<file path="src/rtl/mac_pkg.sv">
// -----------------------------------------------------------------------------
// mac_pkg
// Shared definitions for the streaming multiply-accumulate engine: the control
// FSM state encoding, the default operand/run sizes and a helper that derives
// the default accumulator width from them.
// No ports (package).
// -----------------------------------------------------------------------------
package mac_pkg;

  // Control FSM states of mac_stream_acc.
  typedef enum logic [1:0] {
    IDLE  = 2'd0,
    ACCUM = 2'd1,
    DRAIN = 2'd2,
    DONE  = 2'd3
  } macState_t;

  localparam int DEFAULT_DATA_W  = 4;
  localparam int DEFAULT_ACC_LEN = 16;

  // Width that can hold ACC_LEN full-scale products without wrapping.
  function automatic int defaultAccW(input int dataW, input int accLen);
    return 2 * dataW + $clog2(accLen);
  endfunction

  localparam int DEFAULT_ACC_W = defaultAccW(DEFAULT_DATA_W, DEFAULT_ACC_LEN);

endpackage

</file>
<file path="src/rtl/mac_stream_acc_if.sv">
// -----------------------------------------------------------------------------
// mac_stream_acc_if
// Bundles the run control, the operand stream handshake and the result signals
// of mac_stream_acc.
//   go        sequencer -> MAC  start request
//   in_valid  sequencer -> MAC  operand pair present
//   A, B      sequencer -> MAC  operands (DATA_W bits)
//   in_ready  MAC -> sequencer  pair accepted this cycle when in_valid is high
//   busy      MAC -> sequencer  run in progress
//   out       MAC -> consumer   final sum (ACC_W bits), held between runs
//   done      MAC -> consumer   one-cycle pulse marking out as fresh
// Modports: master (operand sequencer side), slave (the MAC engine).
// -----------------------------------------------------------------------------
interface mac_stream_acc_if
  import mac_pkg::*;
#(
  parameter int DATA_W = DEFAULT_DATA_W,
  parameter int ACC_W  = DEFAULT_ACC_W
);

  logic              go;
  logic              in_valid;
  logic [DATA_W-1:0] A;
  logic [DATA_W-1:0] B;
  logic              in_ready;
  logic              busy;
  logic [ACC_W-1:0]  out;
  logic              done;

  modport master (
    output go, in_valid, A, B,
    input  in_ready, busy, out, done
  );

  modport slave (
    input  go, in_valid, A, B,
    output in_ready, busy, out, done
  );

endinterface

</file>
<file path="src/rtl/mac_mult_stage.sv">
// -----------------------------------------------------------------------------
// mac_mult_stage
// First pipeline stage of the MAC: registers the 2*DATA_W-bit product of the
// accepted operand pair together with a valid bit.
//   clk      in   rising-edge clock
//   rst      in   synchronous reset, active low
//   valid_i  in   operand pair accepted this cycle
//   a_i      in   multiplicand (DATA_W)
//   b_i      in   multiplier (DATA_W)
//   prod_o   out  registered product (2*DATA_W)
//   valid_o  out  prod_o holds a product still to be accumulated
// SIGNED selects two's complement (1) or unsigned (0) operands.
// -----------------------------------------------------------------------------
module mac_mult_stage
  import mac_pkg::*;
#(
  parameter int DATA_W = DEFAULT_DATA_W,
  parameter int SIGNED = 0
) (
  input  logic                  clk,
  input  logic                  rst,
  input  logic                  valid_i,
  input  logic [DATA_W-1:0]     a_i,
  input  logic [DATA_W-1:0]     b_i,
  output logic [2*DATA_W-1:0]   prod_o,
  output logic                  valid_o
);

  localparam int PROD_W = 2 * DATA_W;

  logic [PROD_W-1:0] aExt;
  logic [PROD_W-1:0] bExt;
  logic [PROD_W-1:0] prod_d;
  logic [PROD_W-1:0] prod_q;
  logic              valid_q;

  // Widen both operands to the product width first; the low PROD_W bits of the
  // product of the widened values are correct for both signed and unsigned
  // operands, so a single multiplier serves either mode.
  always_comb begin
    if (SIGNED != 0) begin
      aExt = PROD_W'($signed(a_i));
      bExt = PROD_W'($signed(b_i));
    end else begin
      aExt = PROD_W'(a_i);
      bExt = PROD_W'(b_i);
    end
    prod_d = aExt * bExt;
  end

  // The product register only loads on an accepted pair so bubbles do not
  // toggle it; the valid bit follows the accept every cycle.
  always_ff @(posedge clk) begin
    if (!rst) begin
      prod_q  <= '0;
      valid_q <= 1'b0;
    end else begin
      valid_q <= valid_i;
      if (valid_i) begin
        prod_q <= prod_d;
      end
    end
  end

  assign prod_o  = prod_q;
  assign valid_o = valid_q;

endmodule

</file>
<file path="src/rtl/mac_stream_acc.sv">
// -----------------------------------------------------------------------------
// mac_stream_acc
// Streaming multiply-accumulate engine. A go pulse in IDLE starts a run that
// accepts ACC_LEN operand pairs over a valid/ready handshake (bubbles allowed),
// multiplies them in mac_mult_stage, accumulates them in a second stage and
// finally presents the sum on out with a one-cycle done pulse.
//   clk   in   rising-edge clock
//   rst   in   synchronous reset, active low; aborts a run and clears out
//   bus   mac_stream_acc_if.slave:
//           go, in_valid, A, B          inputs
//           in_ready, busy, out, done   outputs
// Parameters: DATA_W, ACC_LEN (>=1), ACC_W, SIGNED (0 unsigned, 1 signed).
// Build option: define MAC_SATURATE_EN to clamp the accumulator to the ACC_W
// range instead of wrapping modulo 2^ACC_W.
// -----------------------------------------------------------------------------
module mac_stream_acc
  import mac_pkg::*;
#(
  parameter int DATA_W  = DEFAULT_DATA_W,
  parameter int ACC_LEN = DEFAULT_ACC_LEN,
  parameter int ACC_W   = defaultAccW(DATA_W, ACC_LEN),
  parameter int SIGNED  = 0
) (
  input  logic            clk,
  input  logic            rst,
  mac_stream_acc_if.slave bus
);

  localparam int PROD_W = 2 * DATA_W;
  localparam int CNT_W  = (ACC_LEN > 1) ? $clog2(ACC_LEN) : 1;
  localparam logic [CNT_W-1:0] LAST_CNT = CNT_W'(ACC_LEN - 1);

  macState_t         state_q, state_d;
  logic [CNT_W-1:0]  sampleCnt_q, sampleCnt_d;
  logic              drainCnt_q, drainCnt_d;
  logic [ACC_W-1:0]  acc_q, acc_d;
  logic [ACC_W-1:0]  out_q, out_d;
  logic              done_q, done_d;

  logic              accept;
  logic [PROD_W-1:0] prod;
  logic              prodValid;
  logic [ACC_W-1:0]  accSum;

  // in_ready is high throughout ACCUM, so an accept is simply a valid pair
  // arriving while accumulating.
  assign accept = bus.in_valid && (state_q == ACCUM);

  mac_mult_stage #(
    .DATA_W (DATA_W),
    .SIGNED (SIGNED)
  ) uMultStage (
    .clk     (clk),
    .rst     (rst),
    .valid_i (accept),
    .a_i     (bus.A),
    .b_i     (bus.B),
    .prod_o  (prod),
    .valid_o (prodValid)
  );

`ifdef MAC_SATURATE_EN
  // Two guard bits above the wider of accumulator and product keep the sum of
  // an in-range accumulator and one product exact, so the clamp decision can
  // be made on the true value.
  localparam int SUM_W = ((ACC_W > PROD_W) ? ACC_W : PROD_W) + 2;
  localparam logic [ACC_W-1:0] SIGNED_MAX = {1'b0, {(ACC_W-1){1'b1}}};
  localparam logic [ACC_W-1:0] SIGNED_MIN = {1'b1, {(ACC_W-1){1'b0}}};

  logic [SUM_W-1:0] accWide;
  logic [SUM_W-1:0] prodWide;
  logic [SUM_W-1:0] sumWide;

  // Saturating second stage: add at full precision, then clamp to the
  // representable ACC_W range for the selected signedness.
  always_comb begin
    if (SIGNED != 0) begin
      accWide  = SUM_W'($signed(acc_q));
      prodWide = SUM_W'($signed(prod));
    end else begin
      accWide  = SUM_W'(acc_q);
      prodWide = SUM_W'(prod);
    end
    sumWide = accWide + prodWide;
    accSum  = sumWide[ACC_W-1:0];
    if (SIGNED != 0) begin
      if ($signed(sumWide) > $signed(SUM_W'($signed(SIGNED_MAX)))) begin
        accSum = SIGNED_MAX;
      end else if ($signed(sumWide) < $signed(SUM_W'($signed(SIGNED_MIN)))) begin
        accSum = SIGNED_MIN;
      end
    end else if (sumWide > SUM_W'({ACC_W{1'b1}})) begin
      accSum = '1;
    end
  end
`else
  logic [ACC_W-1:0] prodExt;

  // Wrapping second stage: extend (or truncate) the product to ACC_W and add
  // modulo 2^ACC_W.
  always_comb begin
    if (SIGNED != 0) begin
      prodExt = ACC_W'($signed(prod));
    end else begin
      prodExt = ACC_W'(prod);
    end
    accSum = acc_q + prodExt;
  end
`endif

  // Next-state logic for the control FSM, the pair counter, the drain timer and
  // the accumulator. The accumulator follows the pipeline valid bit rather than
  // the FSM so the last product still lands during DRAIN. A go in IDLE clears
  // it; the pipeline is empty then, so the clear never races an accumulate.
  always_comb begin
    state_d     = state_q;
    sampleCnt_d = sampleCnt_q;
    drainCnt_d  = drainCnt_q;
    acc_d       = acc_q;
    out_d       = out_q;
    done_d      = 1'b0;

    if (prodValid) begin
      acc_d = accSum;
    end

    case (state_q)
      IDLE: begin
        if (bus.go) begin
          acc_d       = '0;
          sampleCnt_d = '0;
          state_d     = ACCUM;
        end
      end
      ACCUM: begin
        if (accept) begin
          if (sampleCnt_q == LAST_CNT) begin
            drainCnt_d = 1'b0;
            state_d    = DRAIN;
          end else begin
            sampleCnt_d = sampleCnt_q + CNT_W'(1);
          end
        end
      end
      DRAIN: begin
        // Two cycles: one for the last product to be registered-and-added,
        // one so DONE sees the settled accumulator.
        if (drainCnt_q) begin
          state_d = DONE;
        end else begin
          drainCnt_d = 1'b1;
        end
      end
      DONE: begin
        out_d   = acc_q;
        done_d  = 1'b1;
        state_d = IDLE;
      end
      default: begin
        state_d = IDLE;
      end
    endcase
  end

  // State registers; reset aborts any run and clears the held result.
  always_ff @(posedge clk) begin
    if (!rst) begin
      state_q     <= IDLE;
      sampleCnt_q <= '0;
      drainCnt_q  <= 1'b0;
      acc_q       <= '0;
      out_q       <= '0;
      done_q      <= 1'b0;
    end else begin
      state_q     <= state_d;
      sampleCnt_q <= sampleCnt_d;
      drainCnt_q  <= drainCnt_d;
      acc_q       <= acc_d;
      out_q       <= out_d;
      done_q      <= done_d;
    end
  end

  assign bus.in_ready = (state_q == ACCUM);
  assign bus.busy     = (state_q != IDLE);
  assign bus.out      = out_q;
  assign bus.done     = done_q;

endmodule

</file>
<file path="src/flat_wrapper.sv">
// flat-port wrapper written by rule: the top's interface ports become plain ports
module mac_stream_acc_flat import mac_pkg::*;
#(
  parameter int DATA_W  = DEFAULT_DATA_W,
  parameter int ACC_LEN = DEFAULT_ACC_LEN,
  parameter int ACC_W   = defaultAccW(DATA_W, ACC_LEN),
  parameter int SIGNED  = 0
)
  (clk, rst, bus_go, bus_in_valid, bus_A, bus_B, bus_in_ready, bus_busy, bus_out, bus_done);
  mac_stream_acc_if #(.DATA_W(DATA_W), .ACC_W(ACC_W)) bus_i ();
  input  logic clk;
  input  logic rst;
  input wire logic [$bits(bus_i.go)-1:0] bus_go;
  input wire logic [$bits(bus_i.in_valid)-1:0] bus_in_valid;
  input wire logic [$bits(bus_i.A)-1:0] bus_A;
  input wire logic [$bits(bus_i.B)-1:0] bus_B;
  output wire logic [$bits(bus_i.in_ready)-1:0] bus_in_ready;
  output wire logic [$bits(bus_i.busy)-1:0] bus_busy;
  output wire logic [$bits(bus_i.out)-1:0] bus_out;
  output wire logic [$bits(bus_i.done)-1:0] bus_done;
  assign bus_i.go = bus_go;
  assign bus_i.in_valid = bus_in_valid;
  assign bus_i.A = bus_A;
  assign bus_i.B = bus_B;
  assign bus_in_ready = bus_i.in_ready;
  assign bus_busy = bus_i.busy;
  assign bus_out = bus_i.out;
  assign bus_done = bus_i.done;
  mac_stream_acc #(.DATA_W(DATA_W), .ACC_LEN(ACC_LEN), .ACC_W(ACC_W), .SIGNED(SIGNED)) u_core (.clk(clk), .rst(rst), .bus(bus_i));
endmodule
</file>
<file path="config.mk">
export PLATFORM = sky130hd
export DESIGN_NAME = mac_stream_acc_flat
export DESIGN_NICKNAME = d
export VERILOG_FILES = /design/src/rtl/mac_pkg.sv /design/src/rtl/mac_stream_acc_if.sv /design/src/rtl/mac_mult_stage.sv /design/src/rtl/mac_stream_acc.sv /design/src/flat_wrapper.sv
export SDC_FILE = /design/constraint.sdc
export NUM_CORES = 1
export LEC_CHECK = 0
export CAP_MARGIN = 40
export CORE_UTILIZATION = 45
export CTS_CLUSTER_DIAMETER = 50
export DETAILED_ROUTE_END_ITERATION = 8
export PLACE_DENSITY = 0.67
export SYNTH_ARGS = -nofsm -noshare
export SYNTH_HDL_FRONTEND = slang
export SYNTH_HIERARCHICAL = 1
export SYNTH_SLANG_ARGS = --single-unit
</file>
<file path="constraint.sdc">
create_clock -name clk -period 2.5 [get_ports clk]
set_clock_uncertainty 0.15 [all_clocks]
set_input_delay 0.25 -clock clk [delete_from_list [all_inputs] [get_ports clk]]
set_output_delay 0.25 -clock clk [all_outputs]
set_load 0.005 [all_outputs]
</file>
==> summary.md, run 1 <==
| Metric | Value |
|---|---|
| Status | completed |
| Util after Layout | 0.566 |
| Sequential area share after synthesis | 0.316 |
| Relative slew slack | 0.497 |
| Syn-to-layout area delta | 20.8% |
| Mapped Cells | 290 |
| Max Slew Vio Count | 0 |
| Synth Flop Type | dfxtp_1 |
| Final hold violation count | 0 |
| Endpoint class of the critical path | flop |
| Clock share of power | 0.250 |
| Wirelength per Cell | 14.1 um |
| Vias in the first global route | 2073 |
| M3 GR Usage | 0.0365 |
| Starting DRT DRC Count | 134 |
| Largest net degree at the start of global routing | 17 |
| Final WS setup | 0.0317 ns |
| Final wirelength | 5670 um |
| Row cnt | 27 |
| CTS H-tree lvls | 2 |
| Comb pwr share | 0.352 |
| Critical Path RT | 2.54 ns |
| Max-cap violations | 0 |
| Net Count, Synth | 333 |
| Switching pwr | 0.694 mW |
| #FFs+latches synth | 41 |
| M1 GR Usage | 0.264 |
| Most frequent cells in the layout | 41 x dfxtp_1, 25 x ha_1, 22 x nand3_1, 20 x clkdlybuf4s50_1, 20 x nor2_1 |
| Cts bufs inserted | 5 |
| LEAKAGE | 1.24 nW |
| Syn_area_per_cell | 8.96 um^2 |
| GR Util All Layers | 0.195 |
| Fin Setup TNS | 0 ns |
| Seq pwr share | 0.398 |
| Max stage delay on crit path | 0.57 ns |
| DP HPWL | 4080 um |
| Congestion Overflow GR | 0 |
| TritonCTS clock tree | yes |
| Initial antenna violation count | 0 |
| Setup Buffers After CTS | 0 |
| PwrDens | 627 nW/um^2 |
| Final worst path period share | 0.987 |
| Critical path fanouts, max | 4 |
| Slew @ Worst Pin | 0.754 ns |
| Layout cells sized above 1 | 0.103 |
| Setup violators final | 0 |
| Routability congestion estimate from global placement | 0.835 |
| Die Span X | 78.0 um |
| # IOs | 27 |
| Total power draw | 1.97 mW |
| Pre-CTS setup slack | -0.645 ns |
| Initial Util | 0.469 |
| Fin crit period | 2.47 ns |
| Hold_buf cts | 0 |
| DR vias/cell | 5.59 |
| Worst hold path class | flop to flop |
| Routed Antenna Nets | 0 |
| Clk_lat worst skew | 0.30 ns |
| GR peak layer | met2 |
| Vias | 2241 |
| Met2 Use GR | 0.309 |
| Worst hold margin | 0.341 ns |
| Die Ht | 78.0 um |
| Diodes inserted | 0 |
| Max Root-Sink Buffers | 2 |
| Sw frac | 0.353 |
| Internal power | 1.27 mW |
| Post-synth cell types | 55 |
| Critical path class | input port to flop |
| Synth Cell Area | 2600 um^2 |
| Crit-path cells | clkdlybuf4s15_1 > nand2_2 > fa_1 > inv_1 > fa_2 > ha_4 > a211oi_4 > o2111a_1 > nor3_2 |
| 1st-pass router iterations | 4 |
| Post-synthesis async set-or-reset flop share | 0 |
| Core area | 5540 um^2 |
| Peak supply drop | 493 uV |
| DRC Markers | 0 |
| WP data arrival | 2.51 ns |
| YS warnings | 6 |
| Clk sink count | 41 |
| FMAX | 0.405 GHz |
| Die area | 6080 um^2 |
| Post-synth EDFFs | 0 |
| Slowest-stage cell, CP | fa_2 |
| Most common cell after layout, fill and taps aside | dfxtp_1 |
| Port Buf Inserts | 26 |
| Nets | 371 |
| Startpoint types | input port |
| CTS Root Cell | clkbuf_8 |
| Reg clk slew, reported paths | 0.08 ns |
| Global-route wire length before repair | 9450 um |
worst max-delay path, delay by kind of cell:
kind | cells | cell delay (ns)
fa+ha+maj | 3 | 1.32
simple gates | 2 | 0.13
buf+inv | 2 | 0.26
compound gates | 2 | 0.55
kinds of logic after synthesis:
group           count (synthesis)  synth area share
buf+inv                        27            0.0467
simple gates                  110             0.226
flops                          41             0.316
mux                            17            0.0655
fa+ha+maj                      31             0.164
xor+xnor                        3            0.0101
compound gates                 61             0.171
layer usage:
metal / up-vias / part of all wire
li1: 1150 / -
met1: 1055 / 0.49
met2: 30 / 0.47
met3: 6 / 0.027
met4: 0 / 0.013
met5: - / 0
flip-flops by register name, indices dropped and copies added, names as in the netlist:
name	count
u_core/uMultStage/valid_o	1
u_core/sampleCnt_q	4
u_core/bus.out	12
u_core/drainCnt_q	1
u_core/acc_q	12
u_core/state_q	2
u_core/uMultStage/prod_o	8
u_core/bus.done	1
cell usage after synthesis (all sizes together), types with 6 or more instances:
library cell,n,area share
nand2,13,0.019
and2,14,0.034
a21oi,15,0.029
nor2,20,0.029
nor3,6,0.013
mux2i,17,0.066
dfxtp,41,0.32
buf,7,0.017
nor4,6,0.014
o21ai,6,0.012
and3,6,0.014
inv,13,0.019
nand3,22,0.042
ha,26,0.13
layout make-up:
type / count / area, um^2
Clock buffer: 7 / 96.3
Tap cell: 72 / 90.1
Fill cell: 526 / 2400
Sequential cell: 41 / 821
Clock inverter: 1 / 8.76
Multi-Input combinational cell: 222 / 1690
Timing Repair Buffer: 43 / 379
Inverter: 15 / 56.3
through the flow:
stage          std cells  instance area, um^2
6_report             401                 3140
5_1_grt              401                 3140
3_5_place_dp         393                 3010
4_1_cts              401                 3130
3_3_place_gp         393                 3010
2_1_floorplan        290                 2600
worst paths after layout:
path                          startpoint                     endpoint  slack, ns  depth (start not counted)
max reg2reg            u_core/state_q[1]  u_core/uMultStage/prod_o[7]       0.41                          7
max                             bus_A[2]  u_core/uMultStage/prod_o[7]       0.03                          9
min          u_core/uMultStage/prod_o[0]  u_core/uMultStage/prod_o[0]       0.34                          2
min reg2reg  u_core/uMultStage/prod_o[0]  u_core/uMultStage/prod_o[0]       0.34                          2
power by group through the flow:
stage,logic (mW),clock network (mW),registers [mW]
2_1_floorplan,0.503,0,0.769
3_3_place_gp,0.658,0,0.798
3_5_place_dp,0.668,0,0.798
4_1_cts,0.682,0.506,0.783
5_1_grt,0.772,0.536,0.792
6_report,0.692,0.493,0.783
timing repair:
| action | in CTS | in global routing |
|---|---|---|
| pin swaps | 7 | 7 |
| cloned | 0 | 0 |
| endpoints found under the setup margin | 5 | 3 |
| gates resized for setup | 10 | 6 |
| endpoints found under the hold margin | 0 | 0 |
Power figures use the tool's default switching activity.
==> inputs of run 2 (changes only) <==
--- a/config.mk
+++ b/config.mk
@@ -9,7 +9,8 @@
 export CORE_UTILIZATION = 45
 export CTS_CLUSTER_DIAMETER = 50
 export DETAILED_ROUTE_END_ITERATION = 8
-export PLACE_DENSITY = 0.67
+export GPL_TIMING_DRIVEN = 0
+export PLACE_DENSITY = 0.65
 export SYNTH_ARGS = -nofsm -noshare
 export SYNTH_HDL_FRONTEND = slang
 export SYNTH_HIERARCHICAL = 1
==> constraint.sdc (replaced) <==
create_clock -name clk -period 2.3 [get_ports clk]
set_clock_uncertainty 0.15 [all_clocks]
set_input_delay 0.23 -clock clk [delete_from_list [all_inputs] [get_ports clk]]
set_output_delay 0.23 -clock clk [all_outputs]
set_load 0.005 [all_outputs]
==> run 2 against run 1 <==
  * Via count rose by 0.27%
  * Flip-flop and latch count stayed put
  * Count of clock-buffer cells in the layout fell by 2
  * Register-to-register slack lost 0.18 ns
  * Sequential power up 6.6%
  * Non-clock buffer count is 3 lower
  * Worst hold slack lost 0.25 ns
  * Power grew 11%
  * Die area unchanged
  * Combinational power up 15%
  * Clock power increased by 13%
==> summary.md, run 2 (synthesized netlist as in run 1, its figures left out) <==
| Metric | Value |
|---|---|
| Status | completed |
| LEAKAGE | 1.22 nW |
| Worst hold margin | 0.0896 ns |
| Switching pwr | 0.743 mW |
| Clk_lat worst skew | 0.29 ns |
| Die area | 6080 um^2 |
| Global-route wire length before repair | 9540 um |
| Sw frac | 0.339 |
| # IOs | 27 |
| Initial Util | 0.469 |
| Seq pwr share | 0.381 |
| Core area | 5540 um^2 |
| Row cnt | 27 |
| Fin Setup TNS | 0 ns |
| Startpoint types | input port |
| Final wirelength | 5680 um |
| Critical path fanouts, max | 4 |
| RSZ-0062 raised after global routing | yes |
| Clk sink count | 41 |
| Internal power | 1.45 mW |
| TritonCTS clock tree | yes |
| Diodes inserted | 0 |
| FMAX | 0.439 GHz |
| DR vias/cell | 5.66 |
| CTS H-tree lvls | 2 |
| Max-cap violations | 0 |
| Relative slew slack | 0.632 |
| Initial antenna violation count | 0 |
| PwrDens | 695 nW/um^2 |
| Layout cells sized above 1 | 0.108 |
| Wirelength per Cell | 14.3 um |
| CTS Root Cell | clkbuf_8 |
| Peak supply drop | 420 uV |
| Placed Area | 2960 um^2 |
| Vias in the first global route | 2026 |
| Critical path class | input port to flop |
| Fin crit period | 2.28 ns |
| Endpoint class of the critical path | flop |
| Setup violators final | 0 |
| Routability congestion estimate from global placement | 0.782 |
| Final Cell Area | 3160 um^2 |
| Die Span X | 78.0 um |
| CP bufs+invs | 2 |
| Congestion Overflow GR | 0 |
| DRC Markers | 0 |
| Most common cell after layout, fill and taps aside | dfxtp_1 |
| Final hold violation count | 0 |
| Max stage delay on crit path | 0.57 ns |
| Worst hold path class | input port to flop |
| Die Ht | 78.0 um |
| Slew @ Worst Pin | 0.550 ns |
| Port Buf Inserts | 26 |
| Largest net degree at the start of global routing | 13 |
| Syn-to-layout area delta | 21.5% |
| Comb pwr share | 0.364 |
| DP HPWL | 4170 um |
| Clock share of power | 0.255 |
| Slowest-stage cell, CP | fa_2 |
| Pre-CTS setup slack | -0.892 ns |
| Most frequent cells in the layout | 41 x dfxtp_1, 22 x nand3_1, 22 x ha_1, 20 x nor2_1, 19 x clkdlybuf4s50_1 |
| Reg clk slew, reported paths | 0.08 ns |
| Critical Path RT | 2.33 ns |
| Final worst path period share | 0.990 |
| Hold_buf cts | 0 |
| Routed Antenna Nets | 0 |
| Max Root-Sink Buffers | 2 |
| Util after Layout | 0.570 |
| 1st-pass router iterations | 5 |
| Nets | 368 |
| Starting DRT DRC Count | 171 |
| Cts bufs inserted | 5 |
| Final WS setup | 0.0224 ns |
| Vias | 2247 |
| CP top delay family | adder cells |
| GR Util All Layers | 0.196 |
| WP data arrival | 2.31 ns |
| Max Slew Vio Count | 0 |
| Crit-path cells | buf_8 > nand2_8 > fa_1 > inv_1 > fa_2 > ha_4 > a211oi_4 > o2111a_1 > nor3_2 |
==> run 2: per-stage QoR <==
| step | std cells | power, mW |
|---|---|---|
| 4_1_cts | 395 | 2.20 |
| 5_1_grt | 397 | 2.34 |
| 3_5_place_dp | 388 | 1.60 |
| 3_3_place_gp | 388 | 1.59 |
| 6_report | 397 | 2.19 |
| 2_1_floorplan | 290 | 1.39 |
==> run 2: cell type report <==
type / instances / area, um^2
multi-input cells: 222 / 1740
plain buffers: 12 / 65.1
well taps: 72 / 90.1
fillers: 516 / 2380
clock inverters: 2 / 35.0
inverters: 15 / 56.3
repair buffers: 28 / 282
flip-flops and latches: 41 / 821
clock buffers: 5 / 68.8
==> run 2: final timing paths <==
path / start / slack (ns) / cells past startpoint / end
min reg2reg: u_core/uMultStage/prod_o[4] / 0.34 / 1 / u_core/uMultStage/prod_o[4]
max: bus_B[1] / 0.02 / 9 / u_core/uMultStage/prod_o[7]
min: bus_A[0] / 0.09 / 3 / u_core/uMultStage/prod_o[0]
max reg2reg: u_core/acc_q[0] / 0.23 / 6 / u_core/acc_q[6]
==> run 2: power by group through the flow <==
| stage | logic [mW] | clock network, mW | registers [mW] |
|---|---|---|---|
| final | 0.799 | 0.558 | 0.835 |
| after global routing | 0.883 | 0.611 | 0.846 |
| after CTS | 0.786 | 0.580 | 0.836 |
| after detailed placement | 0.743 | 0 | 0.853 |
| after global placement | 0.738 | 0 | 0.852 |
| after floorplan | 0.549 | 0 | 0.836 |
==> run 2: per-layer routing <==
layer	GRT usage	vias up	wire length [um]
met1	0.282	1044	2900
met5	0	-	0
met4	0.0704	0	95
li1	-	1137	-
met3	0.0388	9	183
met2	0.289	57	2500
==> run 2: timing repair <==
item	4_1_cts	5_1_grt
pin swaps	6	7
buffers inserted	0	2
endpoints found under the setup margin	5	3
resized for setup	36	9
==> run 2: tightest hold or removal path: stages <==
cell and delay, ns:
buf_6 0.10, nand3_1 0.08, a21boi_0 0.08
==> inputs of run 3 (changes only) <==
--- a/config.mk
+++ b/config.mk
@@ -6,12 +6,14 @@
 export NUM_CORES = 1
 export LEC_CHECK = 0
 export CAP_MARGIN = 40
-export CORE_UTILIZATION = 45
+export CELL_PAD_IN_SITES_DETAIL_PLACEMENT = 1
+export CELL_PAD_IN_SITES_GLOBAL_PLACEMENT = 2
+export CORE_UTILIZATION = 35
 export CTS_CLUSTER_DIAMETER = 50
+export CTS_CLUSTER_SIZE = 20
 export DETAILED_ROUTE_END_ITERATION = 8
 export GPL_TIMING_DRIVEN = 0
-export PLACE_DENSITY = 0.65
+export PLACE_DENSITY = 0.78
 export SYNTH_ARGS = -nofsm -noshare
 export SYNTH_HDL_FRONTEND = slang
-export SYNTH_HIERARCHICAL = 1
 export SYNTH_SLANG_ARGS = --single-unit
==> run 3 against run 2 <==
  * Global-route usage decreased by 1.9 points
  * Count of clock-buffer cells in the layout up 2
  * The flow now finishes with violations (negative setup slack)
  * Largest cell class unchanged
  * Cell area shrank 0.95%
  * Maximum frequency fell by 4.9%
  * Worst hold slack gained 0.0025 ns
  * Wire length up 8.5%
  * First-iteration DRC count decreased by 70%
==> summary.md, run 3 <==
| Metric | Value |
|---|---|
| Status | finished, violations left |
| Violated checks | negative setup slack |
| PwrDens | 666 nW/um^2 |
| Max-cap violations | 0 |
| Slew @ Worst Pin | 0.668 ns |
| CTS H-tree lvls | 2 |
| Post-synth top area share | 0.322 |
| Adder-Cell Fraction of Synth Area | 0.162 |
| Post-synth EDFFs | 0 |
| Core area | 6910 um^2 |
| Hold Path Depth | 3 |
| Critical Path RT | 2.34 ns |
| Congestion Overflow GR | 0 |
| WP data arrival | 2.44 ns |
| Relative slew slack | 0.553 |
| Row cnt | 30 |
| Initial Util | 0.369 |
| Fin crit period | 2.40 ns |
| Initial antenna violation count | 0 |
| Synth Area in Compound Gates | 0.156 |
| Die area | 7620 um^2 |
| Setup violators final | 3 |
| Count leader, synth | dfxtp_1 |
| Final WS setup | -0.0953 ns |
| Area contributors post-synth | dfxtp_1 32%, ha_1 12%, mux2i_1 7.5% |
| Max Slew Vio Count | 0 |
| LEAKAGE | 1.24 nW |
| Critical path class | input port to flop |
| Final hold violation count | 0 |
| # IOs | 27 |
| FMAX | 0.417 GHz |
| Syn_area_per_cell | 9.09 um^2 |
| Mapped Cells | 280 |
| GR Util All Layers | 0.178 |
| Syn-to-layout area delta | 22.8% |
| Cell taking the most area after synthesis | dfxtp_1 |
| Max Root-Sink Buffers | 2 |
| TritonCTS clock tree | yes |
| Placed Area | 2970 um^2 |
| Die Ht | 87.3 um |
| Final wirelength | 6160 um |
| #FFs+latches synth | 41 |
| Critical path fanouts, max | 4 |
| Net Count, Synth | 322 |
| Simple-gate portion of the synthesized area | 0.228 |
| CP top delay family | adder cells |
| Wirelength per Cell | 15.0 um |
| 1st-pass router iterations | 4 |
| Post-Synth XOR/XNOR Area | 0.0103 |
| Most common cell after layout, fill and taps aside | dfxtp_1 |
| Worst hold path class | input port to flop |
| Final worst path period share | 1.04 |
| Crit-path cells | buf_8 > nand2_8 > fa_1 > inv_2 > fa_2 > inv_2 > fa_2 > nor2b_4 > o21a_1 > or3_1 > a31o_2 |
| Synth top cells by count | 41 x dfxtp_1, 25 x ha_1, 19 x mux2i_1, 18 x nand2_1 |
| CP Depth | 11 |
| Largest net degree at the start of global routing | 13 |
| DP HPWL | 4590 um |
| Sequential area share after synthesis | 0.322 |
| Layout cells sized above 1 | 0.117 |
| Global-route wire length before repair | 10400 um |
| Routed Antenna Nets | 0 |
| Register-to-Register Path Depth | 6 |
| Post-synthesis async set-or-reset flop share | 0 |
| Startpoint types | input port |
| Largest family of logic cells by synthesized area | simple AND/OR/NAND/NOR gates |
| Pre-CTS setup slack | -0.977 ns |
| Final Cell Area | 3130 um^2 |
| Reg clk slew, reported paths | 0.08 ns |
| Synth Cell Area | 2550 um^2 |
| Die Span X | 87.3 um |
| Cts bufs inserted | 5 |
| DR vias/cell | 5.12 |
| YS warnings | 0 |
| Peak supply drop | 256 uV |
| Vias in the first global route | 2159 |
| Max stage delay on crit path | 0.54 ns |
| Most frequent cells in the layout | 41 x dfxtp_1, 23 x ha_1, 19 x mux2i_1, 18 x clkdlybuf4s50_1, 17 x nand3_1 |
| DRC Markers | 0 |
| RSZ-0062 raised after global routing | yes |
| CP bufs+invs | 3 |
| Hold_buf cts | 0 |
| Clk sink count | 41 |
| Diodes inserted | 0 |
| Starting DRT DRC Count | 51 |
| Vias | 2106 |
| Nets | 356 |
| Endpoint class of the critical path | flop |
| Slowest-stage cell, CP | fa_1 |
| Post-synthesis mux area share | 0.0747 |
| Synth Flop Type | dfxtp_1 |
| Post-synth cell types | 50 |
| Port Buf Inserts | 26 |
| CTS Root Cell | clkbuf_8 |
| Routability congestion estimate from global placement | 0.751 |
| Clk_lat worst skew | 0.29 ns |
==> run 3: changes by cell type after synthesis, moves of 4 or more <==
cell,change
nor2_1,-16
nor2b_1,+12
nand2_1,+5
nand3_1,-5
nand3b_1,-5
a21boi_0,+4
nor4_1,-4
==> run 3: path summary, 6_finish.rpt <==
check                                                  from  slack [ns]                          end
worst max-delay path                               bus_B[1]        -0.1  u_core.uMultStage.prod_o[6]
worst min-delay path                               bus_A[0]        0.09  u_core.uMultStage.prod_o[0]
worst max register to register  u_core.uMultStage.prod_o[0]        0.15              u_core.acc_q[6]
worst min register to register              u_core.acc_q[3]        0.34              u_core.acc_q[3]
==> run 3: cell families after synthesis <==
kind of cell    after synthesis
buf+inv                      27
compound gates               56
flops                        41
mux                          19
fa+ha+maj                    30
simple gates                104
xor+xnor                      3
==> run 3: area by class of cell <==
class	instances	area (um^2)
fill	841	3780
multi-input combinational	212	1680
sequential	41	821
timing repair buffer	27	267
tap	96	120
clock buffer	7	86.3
inverter	17	63.8
buffer	10	55.1
clock inverter	1	30.0
==> run 3: report_power, final <==
part           internal [mW]  switching [mW]  leakage, nW
Clock                  0.354           0.257       0.0585
Combinational          0.311           0.374        0.855
Sequential             0.752          0.0345        0.331
Total                   1.42           0.666         1.24
==> run 3: worst register-to-register path, delay by kind of cell (launching register included) <==
| kind | cells | cell delay [ns] |
|---|---|---|
| AO/OA/AOI/OAI | 4 | 0.93 |
| adder cells (fa/ha/maj) | 2 | 0.64 |
| flip-flops | 1 | 0.33 |
==> run 3: metal layers <==
layer / track usage / up-vias / wire length (um)
li1: - / 1071 / -
met1: 0.245 / 1014 / 3160
met2: 0.290 / 17 / 2820
met3: 0.0284 / 4 / 115
met4: 0.0402 / 0 / 55
met5: 0 / - / 0
==> run 3: per-stage QoR <==
step / std cells / total power, mW / util / hold WS [ns] / setup TNS, ns
6_report: 411 / 2.08 / 0.453 / 0.0920 / -0.133
5_1_grt: 411 / 2.22 / 0.453 / 0.102 / -0.457
4_1_cts: 411 / 2.11 / 0.449 / 0.0870 / -0.234
3_5_place_dp: 402 / 1.48 / 0.430 / 0.334 / -4.34
3_3_place_gp: 402 / 1.47 / 0.430 / 0.323 / -4.28
2_1_floorplan: 280 / 1.27 / - / 0.238 / -0.500
==> run 3: repair_timing <==
item                                   4_1_cts  5_1_grt
cloned                                       0        0
pin swaps                                    7        4
gates resized for setup                     40        7
endpoints found under the hold margin        0        0
setup buffers                                1        0
setup endpoints to repair                    5        5
